**config.mk**
```make
export PLATFORM = sky130hd
export DESIGN_NAME = bubsysrom_snddma_arbiter
export DESIGN_NICKNAME = d
export VERILOG_FILES = /design/src/rtl/bubsysrom_snddma_arbiter.sv
export SDC_FILE = /design/constraint.sdc
export NUM_CORES = 1
export LEC_CHECK = 0
export ABC_CLOCK_PERIOD_IN_PS = 2000
export BUFFER_PORTS_ARGS = -buffer_cell sky130_fd_sc_hd__buf_2
export CORE_MARGIN = 2
export CORE_UTILIZATION = 35
export DETAILED_ROUTE_END_ITERATION = 6
export HOLD_SLACK_MARGIN = 0.08
export PLACE_DENSITY = 0.66
export SYNTH_ARGS = -nofsm -noshare
export SYNTH_HDL_FRONTEND = slang
export SYNTH_SLANG_ARGS = --single-unit
```
**constraint.sdc**
```tcl
create_clock -name i_EMU_MCLK -period 2 [get_ports i_EMU_MCLK]
set_input_delay 0.3 -clock i_EMU_MCLK [delete_from_list [all_inputs] [get_ports i_EMU_MCLK]]
set_output_delay 0.3 -clock i_EMU_MCLK [all_outputs]
set_load 0.01 [all_outputs]
```
**src/rtl/bubsysrom_snddma_arbiter.sv**
```systemverilog
// bubsysrom_snddma_arbiter
//   Hands the sound bus between the Z80 sound CPU and the 68k DMA port into
//   sound RAM. Synchronises the 68k bus request, gates it with the CPU-set DMA
//   enable, runs the Z80 BUSRQ/BUSAK handshake and returns the grant to the 68k.
//   While granted, turns asynchronous 68k strobes into single-cycle sound-bus
//   pulses, captures read data and generates DTACK.
//
// Ports
//   i_EMU_MCLK        master clock (rising edge)
//   i_EMU_INITRST_n   asynchronous active-low reset
//   i_SNDCPU_RST      synchronous clear, same effect as reset
//   i_DMAEN_WR        DMA-enable write strobe; enable set on its falling edge
//   i_DMA_BR          68k bus request (async)      o_DMA_BG_n   68k bus grant
//   o_SNDCPU_BUSRQ_n  Z80 BUSRQ_n                  i_SNDCPU_BUSAK_n  Z80 BUSAK_n
//   i_DMA_RnW, i_DMA_LDS_n, i_DMA_SNDRAM_CS        68k access (async)
//   o_BUS_SEL         DMA owns the sound bus
//   o_BUS_MREQ_n, o_BUS_WR_n, o_BUS_RD_n           one-cycle sound-bus pulses
//   i_BUS_DI          sound-bus read data          o_DMA_DI     latched read data
//   o_DMA_DTACK_n     68k data acknowledge         o_ACK_TIMEOUT sticky BUSAK abort
module bubsysrom_snddma_arbiter #(
    parameter int unsigned SYNC_STAGES = 2,
    parameter int unsigned STRB_STAGES = 3,
    parameter int unsigned RD_LAT      = 1,
    parameter int unsigned ACK_TO      = 1023
) (
    input  logic       i_EMU_MCLK,
    input  logic       i_EMU_INITRST_n,
    input  logic       i_SNDCPU_RST,
    input  logic       i_DMAEN_WR,
    input  logic       i_DMA_BR,
    output logic       o_DMA_BG_n,
    output logic       o_SNDCPU_BUSRQ_n,
    input  logic       i_SNDCPU_BUSAK_n,
    input  logic       i_DMA_RnW,
    input  logic       i_DMA_LDS_n,
    input  logic       i_DMA_SNDRAM_CS,
    output logic       o_BUS_SEL,
    output logic       o_BUS_MREQ_n,
    output logic       o_BUS_WR_n,
    output logic       o_BUS_RD_n,
    input  logic [7:0] i_BUS_DI,
    output logic [7:0] o_DMA_DI,
    output logic       o_DMA_DTACK_n,
    output logic       o_ACK_TIMEOUT
);

    localparam int unsigned CW = $clog2(ACK_TO + 1);
    localparam logic [CW-1:0] ACK_TO_C = CW'(ACK_TO);
    localparam logic [2:0]    RD_LAT_C = 3'(RD_LAT);

    typedef enum logic [1:0] {
        ST_IDLE,
        ST_REQ,
        ST_GRANT,
        ST_RELEASE
    } state_t;

    // ---------------- synchronisers ----------------
    logic [SYNC_STAGES-1:0] br_sync_q, ak_sync_q;
    logic [STRB_STAGES-1:0] wr_sync_q, rd_sync_q;
    logic wr_raw, rd_raw, br_s, ak_s, lds_s, wr_req, rd_req;

    assign wr_raw = i_DMA_RnW | i_DMA_LDS_n;
    assign rd_raw = ~i_DMA_RnW | i_DMA_LDS_n;

    always_ff @(posedge i_EMU_MCLK or negedge i_EMU_INITRST_n) begin
        if (!i_EMU_INITRST_n) begin
            br_sync_q <= '0;
            ak_sync_q <= '0;
            wr_sync_q <= '1;
            rd_sync_q <= '1;
        end else begin
            br_sync_q[0] <= i_DMA_BR;
            ak_sync_q[0] <= ~i_SNDCPU_BUSAK_n;
            wr_sync_q[0] <= wr_raw;
            rd_sync_q[0] <= rd_raw;
            for (int unsigned k = 1; k < SYNC_STAGES; k++) begin
                br_sync_q[k] <= br_sync_q[k-1];
                ak_sync_q[k] <= ak_sync_q[k-1];
            end
            for (int unsigned k = 1; k < STRB_STAGES; k++) begin
                wr_sync_q[k] <= wr_sync_q[k-1];
                rd_sync_q[k] <= rd_sync_q[k-1];
            end
        end
    end

    assign br_s   = br_sync_q[SYNC_STAGES-1];
    assign ak_s   = ak_sync_q[SYNC_STAGES-1];
    // Both raw strobes are high exactly when LDS_n is high.
    assign lds_s  = wr_sync_q[STRB_STAGES-1] & rd_sync_q[STRB_STAGES-1];
    assign wr_req = ~wr_sync_q[STRB_STAGES-2] & wr_sync_q[STRB_STAGES-1];
    assign rd_req = ~rd_sync_q[STRB_STAGES-2] & rd_sync_q[STRB_STAGES-1] & ~wr_req;

    // ---------------- control ----------------
    state_t        state_q, state_d;
    logic [CW-1:0] cnt_q, cnt_d;
    logic [2:0]    rdc_q, rdc_d;        // read-latency countdown, 0 = idle
    logic [7:0]    di_q, di_d;
    logic          to_q, to_d;
    logic          blk_q, blk_d;        // re-request blocked after timeout
    logic          en_q, en_d;
    logic          dmaen_prev_q;
    logic          wrp_q, wrp_d, rdp_q, rdp_d;
    logic          dtack_q, dtack_d;
    logic          dtack_set, busy;

    assign busy = wrp_q | rdp_q | (rdc_q != 3'd0);

    always_comb begin
        state_d   = state_q;
        cnt_d     = cnt_q;
        rdc_d     = rdc_q;
        di_d      = di_q;
        to_d      = to_q;
        blk_d     = blk_q;
        en_d      = en_q;
        wrp_d     = 1'b0;
        rdp_d     = 1'b0;
        dtack_d   = dtack_q;
        dtack_set = 1'b0;

        if (dmaen_prev_q && !i_DMAEN_WR) en_d = 1'b1;
        if (!br_s) blk_d = 1'b0;

        if (rdc_q != 3'd0) begin
            rdc_d = rdc_q - 3'd1;
            if (rdc_q == 3'd1) begin
                di_d      = i_BUS_DI;
                dtack_set = 1'b1;
            end
        end
        if (wrp_q) dtack_set = 1'b1;

        case (state_q)
            ST_IDLE: begin
                cnt_d = '0;
                if (br_s && en_q && !blk_q) state_d = ST_REQ;
            end
            ST_REQ: begin
                cnt_d = (cnt_q == ACK_TO_C) ? cnt_q : cnt_q + CW'(1);
                if (ak_s) begin
                    state_d = ST_GRANT;
                end else if (!br_s) begin
                    state_d = ST_IDLE;
                end else if (cnt_d == ACK_TO_C) begin
                    to_d    = 1'b1;
                    blk_d   = 1'b1;
                    state_d = ST_IDLE;
                end
            end
            ST_GRANT: begin
                if (wr_req) begin
                    if (i_DMA_SNDRAM_CS) wrp_d = 1'b1;
                    else                 dtack_set = 1'b1;
                end else if (rd_req) begin
                    if (i_DMA_SNDRAM_CS) begin
                        rdp_d = 1'b1;
                        rdc_d = RD_LAT_C;
                    end else begin
                        dtack_set = 1'b1;
                    end
                end else if (!br_s && !busy) begin
                    state_d = ST_RELEASE;
                end
            end
            ST_RELEASE: begin
                if (!ak_s) state_d = ST_IDLE;
            end
            default: state_d = ST_IDLE;
        endcase

        // Set wins: a CS=0 request is seen while the last LDS stage is still high.
        if (dtack_set)  dtack_d = 1'b0;
        else if (lds_s) dtack_d = 1'b1;
    end

    always_ff @(posedge i_EMU_MCLK or negedge i_EMU_INITRST_n) begin
        if (!i_EMU_INITRST_n) begin
            state_q      <= ST_IDLE;
            cnt_q        <= '0;
            rdc_q        <= '0;
            di_q         <= '1;
            to_q         <= 1'b0;
            blk_q        <= 1'b0;
            en_q         <= 1'b0;
            dmaen_prev_q <= 1'b0;
            wrp_q        <= 1'b0;
            rdp_q        <= 1'b0;
            dtack_q      <= 1'b1;
        end else if (i_SNDCPU_RST) begin
            state_q      <= ST_IDLE;
            cnt_q        <= '0;
            rdc_q        <= '0;
            di_q         <= '1;
            to_q         <= 1'b0;
            blk_q        <= 1'b0;
            en_q         <= 1'b0;
            dmaen_prev_q <= 1'b0;
            wrp_q        <= 1'b0;
            rdp_q        <= 1'b0;
            dtack_q      <= 1'b1;
        end else begin
            state_q      <= state_d;
            cnt_q        <= cnt_d;
            rdc_q        <= rdc_d;
            di_q         <= di_d;
            to_q         <= to_d;
            blk_q        <= blk_d;
            en_q         <= en_d;
            dmaen_prev_q <= i_DMAEN_WR;
            wrp_q        <= wrp_d;
            rdp_q        <= rdp_d;
            dtack_q      <= dtack_d;
        end
    end

    assign o_SNDCPU_BUSRQ_n = ~((state_q == ST_REQ) || (state_q == ST_GRANT));
    assign o_DMA_BG_n       = ~(state_q == ST_GRANT);
    assign o_BUS_SEL        = (state_q == ST_GRANT);
    assign o_BUS_MREQ_n     = ~(wrp_q | rdp_q);
    assign o_BUS_WR_n       = ~wrp_q;
    assign o_BUS_RD_n       = ~rdp_q;
    assign o_DMA_DI         = di_q;
    assign o_DMA_DTACK_n    = dtack_q;
    assign o_ACK_TIMEOUT    = to_q;

endmodule

```
==> metrics.csv <==
metric,value,unit
ys async rst share,1.00,
count of final hold-check violations,0,
stages on the worst setup path,7,
Chip Width,80.8,um
transition at the pin with the smallest max-transition slack,0.614,ns
global-route usage over all layers,0.139,
number of warning messages in the yosys log,0,
time the worst path needs with I/O delays and setup,1.94,ns
stage delay of the slowest cell on the critical path,0.39,ns
Setup crit start kind,register,
total cell area at the placement stage,2400,sq um
DR iter-0 viols,121,
drt first pass iters,4,
TritonCTS clock tree,done,
die outline area,6530,sq um
biggest fanout along the worst timing path,5,
Post-Layout Inst Area,2600,sq um
total count of max-transition violations in the final report,0,
worst hold path class,in2reg,
largest net degree at the start of global routing,30,
cell types occupying the most area after synthesis,"dfrtp_1 30%, dfstp_2 19%, ha_1 5.5%",
"antenna viol nets, final",0,
vertical extent of the die,80.8,um
most used flip-flop cell after synthesis,dfrtp_1,
share of the synthesized area in the top cell type,0.303,
ordered cell list for the critical path,buf_4 -> and3_4 -> o2111a_1 -> o211ai_1 -> a211o_1 -> a2111oi_4 -> a211oi_2,
I/O Buffers,32,
outcome,"finished, final reports clean",
number of buffers inserted during clock tree synthesis,5,
post-detailed-route wirelength per cell,13.1,um
worst r2r path cells,7,
final setup fails,0,
antenna violations before repair,0,
cell type with the largest total area after synthesis,dfrtp_1,
power per cell area,745,nW/um^2
crit path max-delay cell type,dfrtp_1,
aggregate global routing overflow,0,
n_diodes,0,
total area of sequential cells,1020,sq um
ratio of routed vias to standard cells,5.06,
number of synthesized flops with an enable pin,0,
maxcap violations,0,
number of synthesized register bits,40,
library cells used by synthesis,50,
period utilization,0.968,
leakage component of the power,1.11,nW
clock input transition at the sequential cells of the worst setup and hold paths,0.08,ns
worst hold slack,0.112,ns
fill count,550,
first-pass GRT wire length,7.04,mm
routed wire length,4.27,mm
synth-to-layout area growth,25.9,%
DRC violation count after routing,0,
critical path type,reg2reg,
final net count,278,
mean instance size in the synthesized netlist,10.5,sq um
clk sinks,40,
worst endpoint required time,2.16,ns
Cells on Worst Hold Path,1,
core region area,5610,sq um
latest clock arrival within the worst-skew pair,0.29,ns
via total after detailed routing,1645,
number of primary I/O pins,33,
share of layout cells above drive strength 1,0.383,
largest clock skew in the final design,0.0108,ns
capturing element type of the critical path,register,
standard-cell row count,27,
syn nets,223,
final weighted congestion in routability-driven placement,0.845,
Critical path buffers and inverters,1,
H-tree lvl count,2,
vias in the first global route,1532,
cell area after synthesis,2060,sq um
total area of multi-input combinational cells,1010,sq um
relative max-transition margin,0.591,
maximum ir drop on the vdd rail,0.490,mV
arrival time worst endpoint,2.10,ns
upper clock frequency limit,517,MHz
Max Buffers Root-to-Sink,2,
root buffer selected by CTS,clkbuf_8,
Mapped Cells,197,
fraction of the yosys area taken by sequential cells,0.494,
HPWL after detailed placement,2.98,mm
crit-path leading delay family,compound AO/OA/AOI/OAI gates,
effective utilization at floorplan,0.368,
## registers in the layout, indices dropped and copies added (netlist names)
register and cells:
cnt_q 10, o_DMA_DTACK_n 1, state_q 2, wr_sync_q 3, br_sync_q 2, en_q 1, wrp_q 1, ak_sync_q 2
o_ACK_TIMEOUT 1, blk_q 1, rd_sync_q 3, rdc_q 3, rdp_q 1, dmaen_prev_q 1, o_DMA_DI 8
## cell families after synthesis
group | after synthesis | synth area share
buffers and inverters | 20 | 0.0485
XOR/XNOR | 4 | 0.0170
adder cells (fa/ha/maj) | 9 | 0.0545
multiplexers | 12 | 0.0606
AO/OA/AOI/OAI | 43 | 0.142
flip-flops | 40 | 0.494
AND/OR/NAND/NOR | 69 | 0.184
## layer usage
layer | part of all wire | track usage | up-vias
met4 | 0.017 | 0.0593 | 0
li1 | - | - | 817
met3 | 0.026 | 0.0200 | 5
met1 | 0.48 | 0.190 | 787
met2 | 0.48 | 0.221 | 36
met5 | 0 | 0 | -
## Yosys cell counts, drive strengths merged (2+ instances only)
library cell,number
a2111oi,2
a211oi,4
a21oi,14
a31oi,3
and2,3
and3,2
buf,2
clkbuf,5
dfrtp,25
dfstp,15
ha,9
inv,12
mux2i,11
nand2,13
nand2b,5
nand3,6
nand4,2
nor2,18
nor3,11
nor3b,2
nor4,2
o2111a,2
o211ai,4
o21ai,6
xnor2,3
## final cells by class
cell class | count | share of cell area
timing repair buffer | 55 | 0.129
tap | 72 | 0.0347
inverter | 13 | 0.0188
clock inverter | 2 | 0.00481
multi-input combinational | 137 | 0.390
sequential | 40 | 0.394
clock buffer | 6 | 0.0279
## worst paths after layout
| check | to | slack, ns | startpoint |
|---|---|---|---|
| max in group asynchronous | o_DMA_DI[6] | 0.82 | i_EMU_INITRST_n |
| hold / removal | br_sync_q[0] | 0.11 | i_DMA_BR |
| hold reg to reg | br_sync_q[1] | 0.35 | br_sync_q[0] |
| min in group asynchronous | cnt_q[4] | 0.55 | i_EMU_INITRST_n |
| setup / recovery | state_q[0] | 0.06 | cnt_q[0] |
| setup reg to reg | state_q[0] | 0.06 | cnt_q[0] |
## where the power goes
group          switching [mW]  internal [mW]  total [mW]
logic                   0.258          0.214       0.472
clock network           0.271          0.244       0.515
registers              0.0461          0.903       0.949
## through the flow
stage	utilization	cells	total power, mW	setup slack [ns]	setup TNS, ns
floorplan	-	197	1.27	0.00819	0
global placement	0.428	312	1.41	0.0376	0
detailed placement	0.428	312	1.42	-0.0553	-0.0553
CTS	0.447	321	1.95	0.000300	0
global route	0.463	325	2.08	-0.0204	-0.0204
finish	0.463	325	1.94	0.0641	0
## repair_timing
action                                 4_1_cts  5_1_grt
resized for setup                            1       13
pin swaps                                    0        5
setup buffers                                0        4
hold buffers                                 1        0
setup endpoints to repair                    1        3
endpoints found under the hold margin       25        0
## cells in the final DEF (no fill, tap or decap), types with 4 or more instances in the layout
master,instances
buf_2,32
inv_1,12
nand2b_1,5
clkbuf_8,5
mux2i_1,10
nand3_1,4
o21ai_0,4
nand2_1,12
dfrtp_1,21
nor2_1,18
dfrtp_2,4
a21oi_1,13
buf_4,22
o211ai_1,4
dfstp_2,15
ha_1,8
nor3_1,10
No activity file was read; power rests on OpenSTA's default activity.
